## src/rtl/lfsr_popcount.sv

```systemverilog
// -----------------------------------------------------------------------------
// lfsr_popcount
// Combinational population count of a NUM_LEN-bit word.
//   x   : input word
//   cnt : number of set bits in x (OUT_W bits, must hold NUM_LEN)
// -----------------------------------------------------------------------------
module lfsr_popcount #(
    parameter int NUM_LEN = 10,
    parameter int OUT_W   = $clog2(NUM_LEN + 1)
) (
    input  logic [NUM_LEN-1:0] x,
    output logic [OUT_W-1:0]   cnt
);

    always_comb begin
        cnt = '0;
        for (int i = 0; i < NUM_LEN; i++) begin
            cnt = cnt + OUT_W'(x[i]);
        end
    end

endmodule

```

## config.mk

```make
export PLATFORM = sky130hd
export DESIGN_NAME = lfsr_popcount
export DESIGN_NICKNAME = d
export VERILOG_FILES = /design/src/rtl/lfsr_popcount.sv
export SDC_FILE = /design/constraint.sdc
export NUM_CORES = 1
export LEC_CHECK = 0
export CORE_AREA = 10 10 47 49
export DETAILED_ROUTE_END_ITERATION = 10
export DIE_AREA = 0 0 57 59
export PLACE_DENSITY_LB_ADDON = 0.1
export RECOVER_POWER = 50
export SYNTH_ARGS = -nofsm -noshare
export SYNTH_HDL_FRONTEND = slang
export SYNTH_SLANG_ARGS = --single-unit
```

## constraint.sdc

```tcl
create_clock -name vclk -period 4.4
set_input_delay 0.44 -clock vclk [all_inputs]
set_output_delay 0.44 -clock vclk [all_outputs]
set_load 0.005 [all_outputs]
```

Yosys cells after proc, flatten, opt, wreduce, memory -nomap -nowiden
Cells that the tools add are included.
- register bits after elaboration: 0
- latch bits: 0
- RAM bits: 0
- memory bits (read-only): 0
- input bits: 10
- word-level logic and storage cells: 9
- memories: 0
- add/subtract/negate cells: 9
- multipliers: 0
- divide/modulo/power cells: 0
- magnitude comparators: 0
- equal/unequal tests: 0
- shifts and indexed selects: 0
- muxes and demuxes: 0
- bitwise operators: 0
- reduce and logical (&&, ||, !) cells: 0
- operators with widths (cell ; count):
    4-bit by 1-bit adder with 4-bit output ; 6
    3-bit by 1-bit adder with 4-bit output ; 1
    2-bit by 1-bit adder with 3-bit output ; 1
    1-bit by 1-bit adder with 2-bit output ; 1

Depth between registers and ports, before layout
Gate-level depths: netlist of run 1.
- depth after elaboration: 9
- mapped depth: 11
- gate-level depth less buffers: 11

Worst setup path after synthesis of run 1
Ideal clock, no wire load.
- path type: input to output
- start point: input port x[0]
- end point: output port cnt[1]
- arrival time: 2776 ps
- setup slack: 1184 ps
- cell stages on the path: 11
- cells stage by stage: inv_1 fa_1 inv_1 fa_1 inv_1 fa_1 inv_1 ha_1 inv_1 fa_1 inv_1
- cells in the longest elaborated chain, start to end: 9
- ends and longest elaborated chain (what ; RTL line ; source):
    start: declaration ; 11 ; input logic [NUM_LEN-1:0] x,
    1-bit by 1-bit adder with 2-bit output ; 18 ; cnt = cnt + OUT_W'(x[i]);
    2-bit by 1-bit adder with 3-bit output ; 18 ;
    3-bit by 1-bit adder with 4-bit output ; 18 ;
    4-bit by 1-bit adder with 4-bit output (6 in series) ; 18 ;
    end: declaration ; 12 ; output logic [OUT_W-1:0] cnt
Every way passes these cells.

Worst setup path in the final report of run 1
- start point: input port x[0]
- end point: output port cnt[3]
Same word-level chain as after synthesis.

==> results of run 1 <==
==> tightest hold or removal path: stages <==
cell,delay (ns)
clkdlybuf4s50_1,0.40
ha_1,0.21
inv_1,0.07
fa_1,0.15
inv_1,0.03
dlymetal6s2s_1,0.14
==> cell type report <==
| cell class | instances | area, µm² | area share |
|---|---|---|---|
| inverters | 17 | 63.81 | 0.1629 |
| multi-input cells | 11 | 162.7 | 0.4153 |
| well taps | 16 | 20.02 | 0.05112 |
| repair buffers | 14 | 145.1 | 0.3706 |
==> synth_stat cells <==
cell type   n  share of area
xor2_1      1          0.039
nor2_1      1          0.017
fa_1        6           0.53
inv_1      17           0.28
ha_1        2           0.11
a21oi_1     1          0.022
==> how the worst max path moves through the flow <==
stage	startpoint	to	slack, ns	depth (start not counted)
6_report	x[0]	cnt[3]	0.41	12
5_1_grt	x[0]	cnt[3]	0.24	12
4_1_cts	x[0]	cnt[2]	0.09	13
3_5_place_dp	x[0]	cnt[1]	0.12	13
3_3_place_gp	x[0]	cnt[2]	0.13	13
2_1_floorplan	x[0]	cnt[1]	1.18	11
==> through the flow <==
stage          setup slack [ns]  instances  utilization
4_1_cts                 0.09382         58       0.2759
3_5_place_dp             0.1173         58       0.2759
2_1_floorplan             1.184         28            -
3_3_place_gp             0.1342         58       0.2759
6_report                 0.4144         58       0.2795
5_1_grt                  0.2389         58       0.2795
==> logic make-up (layout without fill, tap and decap cells) <==
family	Yosys count	count (layout)	synth area share
AOI/OAI and AO/OA	1	1	0.02208
xor gates and xnor gates	1	1	0.03868
and+or+nand+nor	1	1	0.01656
buffers and inverters	17	31	0.2818
adders and majority gates	8	8	0.6409
==> what timing repair did <==
item                                    in CTS  in global routing
endpoints found under the setup margin       0                  2
hold buffers                                 0                  0
buffers inserted                             0                  0
resized for setup                            0                  2
==> metal layers <==
metal | global-route usage | share of wire
met5 | 0 | 0
met4 | 0 | 0
met3 | 0.01073 | 0.091
met2 | 0.06512 | 0.49
met1 | 0.03708 | 0.41
==> report_power, final <==
group	leakage [µW]	switching [µW]	total, µW	internal, µW
sequential	0	0	0	0
combinational	0.000229	41.8	99.9	58.1
clock	0	0	0	0
==> results.md, run 1 <==
- Status: complete, no violations
- Row count: 14
- RSZ-0062 raised after global routing: false
- Most common cell after layout, fill and taps aside: inv_1
- DRT iter0 DRCs: 0
- HP Class: in2out
- Hold path cells: 6
- Top delay family on crit path: adder cells
- Tot Pwr: 99.91 µW
- Initial Util: 0.1616
- Routability cong.: between 0.6 and 0.7
- Register area share after synthesis: 0
- DRC errors left: 0
- Critical Path AT: about 3.6 ns
- Chip height: 59 µm
- Largest net degree at the start of global routing: 3
- Worst Hold Launch: x[2]
- Placed cell areas: 386.6 µm²
- Max rail drop VDD: about 0.099 mV
- Post-layout instance area: 391.6 µm²
- DIE WIDTH: approximately 57 µm
- Drt pass-1 iters: 1
- Critical Path Max Stage Delay: 0.57 ns
- Syn Nets: 46
- First-pass GRT wire length: approximately 1000 µm
- Synth Warn #: 0
- Achievable clock frequency: 250.9 MHz
- Final period utilization: 0.9058
- Register area: 0 µm²
- Max Cap Violations: 0
- Post-route setup TNS: 0 ns
- Crit Path Max Fanout: 2
- Slowest-stage cell, CP: dlygate4sd3_1
- WL/cell: 9.086 µm
- Num ports: 14
- PortBufs: 14
- Fillers: 166
- Area grow syn2layout: 72.93%
- Initial antenna violation count: 0
- Final setup violation count: 0
- Layout cell share with drive strength beyond 1: 0
- Core area: 1401 µm²
- Endpoint, Worst Hold: cnt[1]
- Vias: 190
- Worst hold slack: 1.892 ns
- Final wirelength: about 530 µm
- Most used cell, CP: inv_1
- CP cell instances: clkdlybuf4s50_1 > inv_1 > fa_1 > inv_1 > fa_1 > inv_1 > fa_1 > inv_1 > ha_1 > a21oi_1 > nor2_1 > dlygate4sd3_1
- Fin. Hold Viols: 0
- Leak Pwr: 0.0002294 µW
- Syn avg cell area: between 8 and 9 µm²
- GRT Util Overall: 0.03380
- Cells after Synth: 28
- Die Footprint: 3363 µm²
- Crit start category: input port
- CP Capture Type: output port
- Final count of pins violating max slew: 0
- Final ANT Viol Nets: 0
- Worst slew margin: 0.9197
- Req. time, crit path: 3.96 ns
- Clk_buf instances: 0
- Detail-routed via count per cell: roughly 3.3
- Worst-margin pin slew: 0.1200 ns
- Number of buffers and inverters on the critical path: 6
- Most frequent cells in the layout: inv_1 (17), clkdlybuf4s50_1 (10), fa_1 (6)
- Pwr/cell area: 255.1 nW/µm²
- Final min period: 3.986 ns
- Seq_cells: 0
- Vias in the first global route: between 200 and 250
- WS Path Type: in2out
- ANT cells: 0
- Synthesized cell area: around 230 µm²
- Gr ovfl total: 0
- Synth cell types: 6
- Nets: 62
- DPL Wire Length: 510.6 µm
Note: power is estimated with default switching activity, not from simulation.
==> run 2: changes to the inputs <==
--- a/config.mk
+++ b/config.mk
@@ -8,8 +8,9 @@
 export CORE_AREA = 10 10 47 49
 export DETAILED_ROUTE_END_ITERATION = 10
 export DIE_AREA = 0 0 57 59
+export GPL_TIMING_DRIVEN = 0
 export PLACE_DENSITY_LB_ADDON = 0.1
-export RECOVER_POWER = 50
+export RECOVER_POWER = 25
 export SYNTH_ARGS = -nofsm -noshare
 export SYNTH_HDL_FRONTEND = slang
 export SYNTH_SLANG_ARGS = --single-unit
==> run 2 against run 1 <==
Against the previous run: total power up 1.1%; final cell count unchanged; clock-buffer cell count stayed put; critical path type unchanged; wire length unchanged; first-iteration DRC count unchanged; largest power group unchanged; critical endpoint is now cnt[2]; sequential share of layout area unchanged; global-route usage unchanged; utilization unchanged.
==> results.md, run 2 (synthesized netlist as in run 1, its figures left out) <==
- WL/cell: 9.086 µm (unchanged)
- Most frequent cells in the layout: inv_1 (17), clkdlybuf4s50_1 (11), fa_1 (6), ha_1 (2), dlymetal6s2s_1 (2)
- Final count of pins violating max slew: 0 (unchanged)
- Final setup violation count: 0 (unchanged)
- GRT Util Overall: 0.03380 (unchanged)
- Critical Path AT: 3.45 ns (-0.10 ns)
- Max rail drop VDD: 0.1045 mV (+5.1%)
- Row count: 14 (unchanged)
- Crit Path Max Fanout: 2 (unchanged)
- Clk network pwr share: 0 (unchanged)
- Critical Path Max Stage Delay: 0.53 ns (-0.04 ns)
- HP Class: in2out
- Worst-margin pin slew: 0.1200 ns (unchanged)
- Gr ovfl total: 0 (unchanged)
- Hold_buf cts: 0 (unchanged)
- Crit start category: input port
- Nets: 62 (unchanged)
- Hold path cells: 6 (unchanged)
- Fin util: 0.2795 (unchanged)
- Final wirelength: 527 µm (unchanged)
- Req. time, crit path: 3.96 ns (about the same)
- First-pass GRT wire length: 979 µm (unchanged)
- Vias in the first global route: 247 (unchanged)
- Num ports: 14 (unchanged)
- Achievable clock frequency: 257.1 MHz (+2.5%)
- Slowest-stage cell, CP: fa_1
- PortBufs: 14 (unchanged)
- Drt pass-1 iters: 1 (unchanged)
- Initial Util: 0.1616 (unchanged)
- DIE WIDTH: 57 µm (unchanged)
- Chip height: 59 µm (unchanged)
- Final ANT Viol Nets: 0 (unchanged)
- Largest net degree at the start of global routing: 3 (unchanged)
- Final worst setup slack: 0.5098 ns (+0.09535 ns)
- Top delay family on crit path: adder cells
- Max Cap Violations: 0 (unchanged)
- Post-route setup TNS: 0 ns (unchanged)
- Cell internal pwr: 59.13 µW (+1.7%)
- Layout cell share with drive strength beyond 1: 0 (unchanged)
- Vias: 190 (unchanged)
- Levels on crit path: 13 (+1)
- Pre-CTS WS: 0.1173 ns (unchanged)
- Pwr/cell area: 258.0 nW/µm² (+1.1%)
- Most common cell after layout, fill and taps aside: inv_1
- Register area: 0 µm² (unchanged)
- CP cell instances: clkdlybuf4s50_1 > inv_1 > fa_1 > inv_1 > fa_1 > inv_1 > fa_1 > inv_1 > ha_1 > inv_1 > fa_1 > xor2_1 > dlymetal6s2s_1
- RSZ-0062 raised after global routing: false
- Routability cong.: 0.6079 (unchanged)
- Flop pwr share: 0 (unchanged)
- Most used cell, CP: inv_1
- WS Path Type: in2out
- DRC errors left: 0 (unchanged)
- Leak Pwr: 0.0002269 µW (-1.1%)
- Initial antenna violation count: 0 (unchanged)
- Final period utilization: 0.8841 (-0.02167)
- Final min period: 3.890 ns (-0.09535 ns)
- ANT cells: 0 (unchanged)
- DRT iter0 DRCs: 0 (unchanged)
- Number of buffers and inverters on the critical path: 7 (+1)
- Status: complete, no violations
- Clk_buf instances: 0 (unchanged)
- Fillers: 166 (unchanged)
- DPL Wire Length: 510.6 µm (unchanged)
- Worst slew margin: 0.9197 (unchanged)
- Sw frac: 0.4147 (-0.003238)
- Psw: 41.90 µW (+0.34%)
- Fin. Hold Viols: 0 (unchanged)
- Seq_cells: 0 (unchanged)
- CP Capture Type: output port
- Core area: 1401 µm² (unchanged)
- Die Footprint: 3363 µm² (unchanged)
- Detail-routed via count per cell: 3.276 (unchanged)
- Area grow syn2layout: 72.93% (unchanged)
- Combinational power share: 1.000 (about the same)
-- run 2: cell types whose count changed in the layout (fill, tap and decap cells not counted), sizes merged --
cell / previous run / this run
dlygate4sd3: 2 / 1
clkdlybuf4s50: 10 / 11
-- run 2: final timing paths --
path,slack [ns],start,endpoint
hold / removal,1.89,x[2],cnt[1]
setup / recovery,0.51,x[0],cnt[2]
-- run 2: metal layers --
layer	wire, µm	global-route usage	up-vias	part of all wire
li1	-	-	98	-
met1	217	0.03708	84	0.41
met2	260	0.06512	8	0.49
met3	48	0.01073	0	0.091
met4	0	0	0	0
met5	0	0	-	0
-- run 2: power by group through the flow --
stage | clock network [µW] | registers [µW] | logic, µW
after global placement | 0 | 0 | 111
after floorplan | 0 | 0 | 51.9
final | 0 | 0 | 101
after CTS | 0 | 0 | 113
after global routing | 0 | 0 | 119
after detailed placement | 0 | 0 | 112
-- run 2: final cells by class --
class	count	area, µm²	area share
tap	16	20.02	0.05112
timing repair buffer	14	145.1	0.3706
inverter	17	63.81	0.1629
multi-input combinational	11	162.7	0.4153
-- run 2: timing repair --
action	CTS	global route
endpoints found under the setup margin	0	2
resized for setup	0	2
buffers inserted	0	0
-- run 2: through the flow --
step           power, µW  hold slack (ns)  area (µm²)  cells
3_5_place_dp       111.7            1.975       386.6     58
2_1_floorplan      51.90           0.9989       226.5     28
3_3_place_gp       110.8            1.976       386.6     58
4_1_cts            113.2            1.976       386.6     58
6_report           101.0            1.892       391.6     58
5_1_grt            118.5            1.972       391.6     58
